==> config.mk <==
export PLATFORM = sky130hd
export DESIGN_NAME = victim_buffer
export DESIGN_NICKNAME = d
export VERILOG_FILES = /design/src/rtl/victim_buffer.sv
export SDC_FILE = /design/constraint.sdc
export NUM_CORES = 2
export LEC_CHECK = 0
export ABC_AREA = 1
export CELL_PAD_IN_SITES_DETAIL_PLACEMENT = 0
export CELL_PAD_IN_SITES_GLOBAL_PLACEMENT = 1
export CORE_UTILIZATION = 43
export DETAILED_ROUTE_END_ITERATION = 8
export PLACE_DENSITY_LB_ADDON = 0.08
export RECOVER_POWER = 100
export REMOVE_ABC_BUFFERS = 1
export SETUP_SLACK_MARGIN = 0.15
export SYNTH_ARGS = -nofsm -noshare
export SYNTH_HDL_FRONTEND = slang
export SYNTH_SLANG_ARGS = --single-unit
==> constraint.sdc <==
create_clock -name clk -period 36.3 [get_ports clk]
set_input_delay 5.445 -clock clk [delete_from_list [all_inputs] [get_ports clk]]
set_output_delay 5.445 -clock clk [all_outputs]
set_load 0.02 [all_outputs]
==> src/rtl/victim_buffer.sv <==
// victim_buffer: fully associative victim buffer beside a write-back L1 dcache.
// Optional VICTIM_STATS_EN adds saturating hit/miss/write-back counters.
module victim_buffer #(
    parameter int TAG_WIDTH   = 32,
    parameter int DATA_WIDTH  = 128,
    parameter int NUM_ENTRIES = 4
) (
    input  logic                  clk,
    input  logic                  rst,
    input  logic                  ins_valid,
    output logic                  ins_ready,
    input  logic [TAG_WIDTH-1:0]  ins_tag,
    input  logic [DATA_WIDTH-1:0] ins_data,
    input  logic                  ins_dirty,
    input  logic                  lkp_valid,
    input  logic [TAG_WIDTH-1:0]  lkp_tag,
    output logic                  rsp_valid,
    output logic                  rsp_hit,
    output logic [DATA_WIDTH-1:0] rsp_data,
    output logic                  rsp_dirty,
    output logic                  wb_valid,
    input  logic                  wb_ready,
    output logic [TAG_WIDTH-1:0]  wb_tag,
    output logic [DATA_WIDTH-1:0] wb_data,
    input  logic                  flush_req,
    output logic                  flush_done
`ifdef VICTIM_STATS_EN
    ,
    output logic [31:0]           stat_hits,
    output logic [31:0]           stat_misses,
    output logic [31:0]           stat_wbs
`endif
);

    localparam int IDX_W = (NUM_ENTRIES > 1) ? $clog2(NUM_ENTRIES) : 1;
    localparam logic [IDX_W-1:0] LAST_IDX = IDX_W'(NUM_ENTRIES - 1);
    localparam logic [IDX_W-1:0] IDX_ONE  = IDX_W'(1);

    typedef enum logic [1:0] {
        ST_IDLE       = 2'd0,
        ST_FLUSH_SCAN = 2'd1,
        ST_FLUSH_WB   = 2'd2,
        ST_FLUSH_DONE = 2'd3
    } state_e;

    function automatic logic [IDX_W-1:0] first_set(input logic [NUM_ENTRIES-1:0] vec);
        logic [IDX_W-1:0] idx;
        idx = {IDX_W{1'b0}};
        for (int i = NUM_ENTRIES - 1; i >= 0; i--) begin
            if (vec[i]) begin
                idx = IDX_W'(i);
            end else begin
                idx = idx;
            end
        end
        return idx;
    endfunction

    state_e                 state_q, state_d;
    logic [NUM_ENTRIES-1:0] valid_q, valid_d;
    logic [NUM_ENTRIES-1:0] dirty_q, dirty_d;
    logic [TAG_WIDTH-1:0]   tag_q  [NUM_ENTRIES];
    logic [TAG_WIDTH-1:0]   tag_d  [NUM_ENTRIES];
    logic [DATA_WIDTH-1:0]  data_q [NUM_ENTRIES];
    logic [DATA_WIDTH-1:0]  data_d [NUM_ENTRIES];
    logic [IDX_W-1:0]       ptr_q, ptr_d;
    logic [IDX_W-1:0]       scan_q, scan_d;
    logic                   wb_valid_q, wb_valid_d;
    logic [TAG_WIDTH-1:0]   wb_tag_q, wb_tag_d;
    logic [DATA_WIDTH-1:0]  wb_data_q, wb_data_d;
    logic                   rsp_valid_q, rsp_valid_d;
    logic                   rsp_hit_q, rsp_hit_d;
    logic [DATA_WIDTH-1:0]  rsp_data_q, rsp_data_d;
    logic                   rsp_dirty_q, rsp_dirty_d;
    logic                   flush_done_q, flush_done_d;

    logic [NUM_ENTRIES-1:0] lkp_match_s, ins_match_s;
    logic                   lkp_hit_s, ins_same_s, ins_free_s;
    logic [IDX_W-1:0]       lkp_idx_s, ins_slot_s;
    logic                   ins_ready_s, ins_fire_s, wb_fire_s;

    // Tag compare and slot selection, all against the pre-cycle contents.
    always_comb begin
        lkp_match_s = {NUM_ENTRIES{1'b0}};
        ins_match_s = {NUM_ENTRIES{1'b0}};
        for (int i = 0; i < NUM_ENTRIES; i++) begin
            lkp_match_s[i] = valid_q[i] && (tag_q[i] == lkp_tag);
            ins_match_s[i] = valid_q[i] && (tag_q[i] == ins_tag);
        end
        lkp_hit_s  = lkp_valid && (state_q == ST_IDLE) && (|lkp_match_s);
        lkp_idx_s  = first_set(lkp_match_s);
        ins_same_s = |ins_match_s;
        ins_free_s = ~(&valid_q);
        if (ins_same_s) begin
            ins_slot_s = first_set(ins_match_s);
        end else if (ins_free_s) begin
            ins_slot_s = first_set(~valid_q);
        end else begin
            ins_slot_s = ptr_q;
        end
    end

    // The write-back register may drain and refill on the same edge.
    assign ins_ready_s = (state_q == ST_IDLE) && !(wb_valid_q && !wb_ready);
    assign ins_fire_s  = ins_valid && ins_ready_s;
    assign wb_fire_s   = wb_valid_q && wb_ready;

    // Next-state for entries, write-back register, response and flush FSM.
    always_comb begin
        state_d      = state_q;
        valid_d      = valid_q;
        dirty_d      = dirty_q;
        ptr_d        = ptr_q;
        scan_d       = scan_q;
        wb_valid_d   = wb_valid_q;
        wb_tag_d     = wb_tag_q;
        wb_data_d    = wb_data_q;
        rsp_valid_d  = lkp_valid;
        rsp_hit_d    = lkp_hit_s;
        rsp_data_d   = rsp_data_q;
        rsp_dirty_d  = rsp_dirty_q;
        flush_done_d = 1'b0;
        for (int i = 0; i < NUM_ENTRIES; i++) begin
            tag_d[i]  = tag_q[i];
            data_d[i] = data_q[i];
        end

        if (lkp_hit_s) begin
            rsp_data_d         = data_q[lkp_idx_s];
            rsp_dirty_d        = dirty_q[lkp_idx_s];
            valid_d[lkp_idx_s] = 1'b0;
        end else begin
            valid_d = valid_d;
        end

        if (wb_fire_s) begin
            wb_valid_d = 1'b0;
        end else begin
            wb_valid_d = wb_valid_q;
        end

        case (state_q)
            ST_IDLE: begin
                if (ins_fire_s) begin
                    tag_d[ins_slot_s]   = ins_tag;
                    data_d[ins_slot_s]  = ins_data;
                    dirty_d[ins_slot_s] = ins_dirty;
                    valid_d[ins_slot_s] = 1'b1;
                    if (!ins_same_s && !ins_free_s) begin
                        ptr_d = ptr_q + IDX_ONE;
                        // A victim just handed back through rsp needs no write-back.
                        if (dirty_q[ins_slot_s] && !(lkp_hit_s && (lkp_idx_s == ins_slot_s))) begin
                            wb_valid_d = 1'b1;
                            wb_tag_d   = tag_q[ins_slot_s];
                            wb_data_d  = data_q[ins_slot_s];
                        end else begin
                            wb_valid_d = wb_valid_d;
                        end
                    end else begin
                        ptr_d = ptr_q;
                    end
                end else begin
                    ptr_d = ptr_q;
                end
                if (flush_req) begin
                    state_d = ST_FLUSH_SCAN;
                    scan_d  = {IDX_W{1'b0}};
                end else begin
                    state_d = ST_IDLE;
                end
            end
            ST_FLUSH_SCAN: begin
                if (wb_valid_q) begin
                    state_d = ST_FLUSH_SCAN;
                end else if (valid_q[scan_q] && dirty_q[scan_q]) begin
                    wb_valid_d = 1'b1;
                    wb_tag_d   = tag_q[scan_q];
                    wb_data_d  = data_q[scan_q];
                    state_d    = ST_FLUSH_WB;
                end else if (scan_q == LAST_IDX) begin
                    state_d = ST_FLUSH_DONE;
                end else begin
                    scan_d = scan_q + IDX_ONE;
                end
            end
            ST_FLUSH_WB: begin
                if (wb_fire_s) begin
                    dirty_d[scan_q] = 1'b0;
                    if (scan_q == LAST_IDX) begin
                        state_d = ST_FLUSH_DONE;
                    end else begin
                        scan_d  = scan_q + IDX_ONE;
                        state_d = ST_FLUSH_SCAN;
                    end
                end else begin
                    state_d = ST_FLUSH_WB;
                end
            end
            ST_FLUSH_DONE: begin
                valid_d      = {NUM_ENTRIES{1'b0}};
                ptr_d        = {IDX_W{1'b0}};
                flush_done_d = 1'b1;
                state_d      = ST_IDLE;
            end
            default: begin
                state_d = ST_IDLE;
            end
        endcase
    end

    // State and output registers with asynchronous reset.
    always_ff @(posedge clk or posedge rst) begin
        if (rst) begin
            state_q      <= ST_IDLE;
            valid_q      <= {NUM_ENTRIES{1'b0}};
            dirty_q      <= {NUM_ENTRIES{1'b0}};
            ptr_q        <= {IDX_W{1'b0}};
            scan_q       <= {IDX_W{1'b0}};
            wb_valid_q   <= 1'b0;
            wb_tag_q     <= {TAG_WIDTH{1'b0}};
            wb_data_q    <= {DATA_WIDTH{1'b0}};
            rsp_valid_q  <= 1'b0;
            rsp_hit_q    <= 1'b0;
            rsp_data_q   <= {DATA_WIDTH{1'b0}};
            rsp_dirty_q  <= 1'b0;
            flush_done_q <= 1'b0;
            for (int i = 0; i < NUM_ENTRIES; i++) begin
                tag_q[i]  <= {TAG_WIDTH{1'b0}};
                data_q[i] <= {DATA_WIDTH{1'b0}};
            end
        end else begin
            state_q      <= state_d;
            valid_q      <= valid_d;
            dirty_q      <= dirty_d;
            ptr_q        <= ptr_d;
            scan_q       <= scan_d;
            wb_valid_q   <= wb_valid_d;
            wb_tag_q     <= wb_tag_d;
            wb_data_q    <= wb_data_d;
            rsp_valid_q  <= rsp_valid_d;
            rsp_hit_q    <= rsp_hit_d;
            rsp_data_q   <= rsp_data_d;
            rsp_dirty_q  <= rsp_dirty_d;
            flush_done_q <= flush_done_d;
            for (int i = 0; i < NUM_ENTRIES; i++) begin
                tag_q[i]  <= tag_d[i];
                data_q[i] <= data_d[i];
            end
        end
    end

    assign ins_ready  = ins_ready_s && !rst;
    assign rsp_valid  = rsp_valid_q;
    assign rsp_hit    = rsp_hit_q;
    assign rsp_data   = rsp_data_q;
    assign rsp_dirty  = rsp_dirty_q;
    assign wb_valid   = wb_valid_q;
    assign wb_tag     = wb_tag_q;
    assign wb_data    = wb_data_q;
    assign flush_done = flush_done_q;

`ifdef VICTIM_STATS_EN
    logic [31:0] stat_hits_q, stat_hits_d;
    logic [31:0] stat_misses_q, stat_misses_d;
    logic [31:0] stat_wbs_q, stat_wbs_d;

    function automatic logic [31:0] sat_inc(input logic [31:0] val, input logic en);
        if (en && (val != 32'hFFFF_FFFF)) begin
            return val + 32'd1;
        end else begin
            return val;
        end
    endfunction

    // Saturating event counters; lookups during a flush count as misses.
    always_comb begin
        stat_hits_d   = sat_inc(stat_hits_q, lkp_hit_s);
        stat_misses_d = sat_inc(stat_misses_q, lkp_valid && !lkp_hit_s);
        stat_wbs_d    = sat_inc(stat_wbs_q, wb_fire_s);
    end

    // Counter registers, cleared only by reset.
    always_ff @(posedge clk or posedge rst) begin
        if (rst) begin
            stat_hits_q   <= 32'd0;
            stat_misses_q <= 32'd0;
            stat_wbs_q    <= 32'd0;
        end else begin
            stat_hits_q   <= stat_hits_d;
            stat_misses_q <= stat_misses_d;
            stat_wbs_q    <= stat_wbs_d;
        end
    end

    assign stat_hits   = stat_hits_q;
    assign stat_misses = stat_misses_q;
    assign stat_wbs    = stat_wbs_q;
`endif

endmodule

### Yosys cells after proc, flatten, opt, wreduce, memory -nomap -nowiden

Index checks and enable logic that the tools add are counted.

| operators by class | value |
|---|---|
| order comparisons | 10 |
| equality and inequality tests | 22 |
| mux-type cells | 92 |
| bitwise logic cells | 9 |
| add/sub/neg operators | 2 |
| reduce and logical (&&, ||, !) cells | 41 |

Operators by type and width:

| kind | count |
|---|---|
| $mux W128 | 12 |
| $bmux W128 S2 | 3 |
| $bwmux W512 | 1 |
| $mux W32 | 10 |
| $demux W128 S2 | 1 |
| $eq A32 B32 Y1 | 8 |
| $pmux W128 S2 | 1 |
| $bmux W32 S2 | 2 |
| $bwmux W128 | 1 |
| $demux W32 S2 | 1 |
| $pmux W32 S2 | 1 |
| $mux W2 | 26 |
| $logic_and A1 B1 Y1 | 23 |
| $mux W4 | 4 |
| $pmux W4 S2 | 2 |
| $mux W1 | 15 |
| $ne A2 B2 Y1 const B | 6 |
| $not A4 Y4 | 3 |
| $ge A3 B3 Y1 const B | 3 |
| $lt A2 B3 Y1 const B | 3 |
| $not A2 Y3 | 3 |
| $and A4 B4 Y4 | 2 |
| $bmux W1 S2 | 4 |
| $pmux W2 S4 | 1 |
| other kinds (24) | 40 |

| storage, ports and cells | value |
|---|---|
| input bits | 199 |
| word-level logic and storage cells | 197 |
| output and inout port bits | 294 |
| register bits after elaboration | 947 |

### Depth between registers and ports, before layout

| depth | value |
|---|---|
| depth after elaboration | 16 |
| mapped depth | 24 |
| mapped depth without buffers | 21 |

### Worst setup path before layout

Ideal clock, no wire load.

| path | value |
|---|---|
| path type | input to output |
| start | input wb_ready |
| end | output ins_ready |
| required time | 30.855 ns |
| arrival time | 5.947 ns |
| path slack | 24.908 ns |
| stages on the path | 2 |
| buffers on the path | 0 |
| path through | nor2_1 -> nor3_1 |

| between the ends | value |
|---|---|
| cells in the longest elaborated chain, start to end | 5 |

RTL lines:

| element | line | text |
|---|---|---|
| from (decl) | 22 | `input logic wb_ready,` |
| $logic_not A1 Y1 | 104 | `assign ins_ready_s = (state_q == ST_IDLE) && !(wb_valid_q && !wb_ready);` |
| $logic_and A1 B1 Y1 | 104 |  |
| $logic_not A1 Y1 | 104 |  |
| $logic_and A1 B1 Y1 | 104 |  |
| $logic_and A1 B1 Y1 | 252 | `assign ins_ready = ins_ready_s && !rst;` |
| to (decl) | 11 | `output logic ins_ready,` |

Every way passes these cells.

### Final worst setup path

| path | value |
|---|---|
| start | input ins_tag[18] |
| end | register data_q[152] (netlist name) |

| between the ends | value |
|---|---|
| cells in the longest elaborated chain, start to end | 13 |
| elaborated cells on any way between the ends | 21 |
| classes of those cells | order compare (2); eq/ne (4); mux (8); bitwise (1); reduce/logical (6) |

RTL lines:

| element | line | text |
|---|---|---|
| from (decl) | 12 | `input logic [TAG_WIDTH-1:0] ins_tag,` |
| $eq A32 B32 Y1 | 88 | `ins_match_s[i] = valid_q[i] && (tag_q[i] == ins_tag);` |
| $logic_and A1 B1 Y1 | 88 |  |
| $mux W2 (4 in series) | 50 | `if (vec[i]) begin` |
| $mux W2 (*) | 94 | `if (ins_same_s) begin` |
| $not A2 Y3 (implied by the code) (*) | 146 | `data_d[ins_slot_s] = ins_data;` |
| $ge A3 B3 Y1 (implied by the code) / $lt A3 B1 Y1 (equally long branches) | 146 |  |
| $logic_and A1 B1 Y1 (implied by the code) | 146 |  |
| $mux W128 (implied by the code) | 146 |  |
| $demux W128 S2 (*) | 146 |  |
| $bwmux W512 (*) | 146 |  |
| to (signal, indexed assignment) | 229 | `data_q[i] <= {DATA_WIDTH{1'b0}};` |
| to (signal, indexed assignment) | 247 | `data_q[i] <= data_d[i];` |
| to (decl) | 64 | `logic [DATA_WIDTH-1:0] data_q [NUM_ENTRIES];` |

Mark *: on every way between the ends. The rest lies on a longest branch, timed or not.
A chain may end at the register's enable or synchronous reset.

==> flow_summary.toml <==
[clock_network]
clkTransAtPathRegs_ns = 0.06
clk-insertion-delay-late_ns = 0.75
cts-resized-gates = 0
cts_tree = "done"
cts_buffer_depth = 3
cts-hold-fix-buffers = 0
h-tree-depth = 3
cts_buffers = 111
cts_setup_buffers = 0
cts_root_buf = "clkbuf_16"
cts.sink_count = 947

[worst_setup_path]
r2r_start = "tag_q[31]$_DFFE_PP0P_"
crit_arrival_ns = 23.71
cp-start-kind = "primary input"
endpoint_kind = "flop"
r2r-end = "data_q[152]$_DFFE_PP0P_"
reg2reg_setup_slack_ns = 18.27
required_ns = 36.90
cp_max_fo = 142
crit_type = "primary input to flop"
worstRegToRegCells = 17

[die]
core_area_um2 = 126000
ioPinCount = 493
rows = 130
die_h_um = 359
die_x_um = 359
dieArea_um2 = 129000
start_util_pct = 43.4

[timing]
min_period_over_period_pct = 63.7
skew_ns = 0.0393
fin_crit_ns = 23.11
finalSetupTns_ns = 0
rsz0062_at_grt = "no"
maxSlewHeadroom_pct = -472
tightest_slew_ns = 8.57
finalMaxSlewViolations = 2431
fmax_mhz = 43.3
setup_viol = 0
hold_viol_final = 0

[run_status]
violations = "capacitance limit, slew limit"
status = "finished with violations"

[detailed_routing]
antenna_left = 0
drt-total-wl_um = 232000
wl_per_cell_um = 24.3
num_vias = 56200
drtIter0Drc = 6429
drcViolationCount = 0
routed_via_density = 5.87
first_pass_iters = 7

[job]
cap_violations = 30

[worst_hold_path]
worstHoldStart = "wb_data[96]$_DFFE_PP0P_"
holdCritPathClass = "flop to flop"
whs_endpoint = "wb_data[96]$_DFFE_PP0P_"
min_path_cells = 2

[placed_design]
post_dp_cell_area_um2 = 59800
hpwl_um = 141000
routabilityCongestion = 1.06
port_buffers = 492

[synthesis]
synth_ff_type = "dfrtp_1"
synthXorXnorAreaFrac_pct = 1.11
synth_largest_area_cell = "dfrtp_1"
synth_cell_types = 43
ys_seq_area_share_pct = 43.3
netlist_instances = 7751
synth_fa_ha_area_share_pct = 0.183
ys_top_cells_by_area = "dfrtp_1 43%, nand2_1 12%, o21ai_0 9.7%"
synth_top_family_by_area = "simple AND/OR/NAND/NOR gates"
yosysWarningCount = 0
ys_ff_latch = 947
yosysMostFrequentCell = "nand2_1"
async_flop_share_pct = 100
yosys.area_share.simple_pct = 28.2
synth_top_area_share_pct = 43.3
synth_area_per_cell_um2 = 7.06
synthMuxAreaShare_pct = 0
synth_common_cells = "1692 x nand2_1, 1057 x o21ai_0, 947 x dfrtp_1, 806 x nor2_1, 633 x nand3_1"
syn_area_um2 = 54700
synth_compound_area_share_pct = 18.3
synth_edf_count = 0

[grt]
grt_max_degree = 185
grt_pass1_wl_um = 343000
antenna_found_initial = 20
grt_remaining_overflow = 0
first_global_vias = 52600
grt.total_usage_pct = 35.4

[final_layout]
fin_nets = 8019
final_area_um2 = 63300
seqCellArea_um2 = 23700
n_fill_cell = 12700
drive_gt1_share_pct = 3.39
area_delta_synth_final_pct = 15.8
multi_input_area_um2 = 26200

[power_and_ir_drop]
vdd.ir_drop.worst_v = 0.000107
powerDensity_nw_per_um2 = 85.6
p_leak_uw = 0.0298
p_total_uw = 5420
==> stage by stage <==
step / instances / setup WS, ns / util [%] / hold WS, ns
after floorplan: 7142 / 4.22 / - / 0.482
after CTS: 9553 / 23.76 / 50.4 / 0.472
after global routing: 9558 / 12.13 / 50.3 / 0.484
after global placement: 9349 / 23.61 / 47.5 / 0.453
final: 9564 / 13.19 / 50.3 / 0.459
after detailed placement: 9349 / 23.56 / 47.5 / 0.457
==> cells in the final DEF, fill, tap and decap left out, types with 22 or more instances in the layout <==
cell type        netlist  routed
nand2_1             1692    1692
clkbuf_8               0      35
a211o_1               45      45
buf_4                 39      36
clkdlybuf4s50_1        0     192
nand4_1              273     273
nor2_1               806     808
dlygate4sd3_1          0     300
o211ai_1              73      73
dfrtp_1              947     945
nand3_1              633     633
nor3_1               180     180
clkbuf_1             364      50
a21oi_1              509     509
xor2_1                22      22
clkbuf_16              0     112
inv_1                564     566
xnor2_1               47      47
o21ai_0             1057    1221
==> flip-flops by register name, indices dropped and copies added, names as in the netlist, 2 cells and up <==
name	flops
state_q	2
valid_q	4
tag_q	128
data_q	512
scan_q	2
wb_data	128
ptr_q	2
rsp_data	128
dirty_q	4
wb_tag	32
==> cell families after synthesis <==
family          count (synthesis)
compound gates               1905
xor+xnor                       69
fa+ha+maj                       8
buf+inv                      1200
flops                         947
simple gates                 3622
==> critical path: stages <==
cell and delay (ns):
dlygate4sd3_1 0.92, inv_1 0.18, nand2_1 0.09, nand2_1 0.05
nor2_1 0.18, nand2_1 0.13, nor2_1 0.20, nand3_1 0.17
nor2_1 0.18, nor2_1 0.09, nand3_1 1.80, nand2_1 3.41
nor2_1 0.61, inv_1 0.16, nor2_4 0.09, clkbuf_1 1.89
clkinvlp_2 5.53, clkbuf_1 1.89, o21ai_0 0.54
==> how the worst max path moves through the flow <==
stage,startpoint,endpoint,slack (ns)
2_1_floorplan,rst,data_q[0]$_DFFE_PP0P_,4.22
3_3_place_gp,ins_tag[18],wb_data[33]$_DFFE_PP0P_,23.61
3_5_place_dp,ins_tag[18],wb_tag[30]$_DFFE_PP0P_,23.56
4_1_cts,wb_ready,ins_ready,23.76
5_1_grt,ins_tag[18],data_q[253]$_DFFE_PP0P_,12.13
6_report,ins_tag[18],data_q[152]$_DFFE_PP0P_,13.19
==> routing by layer <==
metal / vias up / global-route usage [%] / part of all wire [%]
li1: 25900 / - / -
met1: 26900 / 49.0 / 43
met2: 2754 / 55.0 / 45
met3: 528 / 5.39 / 8.2
met4: 20 / 15.0 / 4.5
met5: - / 0 / 0.059
==> layout make-up <==
class / instances / share of cell area [%]
diodes: 11 / 0.0435
multi-input cells: 5604 / 41.4
clock inverters: 32 / 0.504
flip-flops and latches: 947 / 37.4
clock buffers: 172 / 5.34
well taps: 1650 / 3.26
repair buffers: 557 / 8.48
inverters: 591 / 3.56
==> where the power goes <==
part | switching [µW] | total (µW) | internal (µW)
Sequential | 391 | 1840 | 1450
Clock | 480 | 1140 | 665
Combinational | 1660 | 2440 | 777
Note: power is estimated with default switching activity, not from simulation.
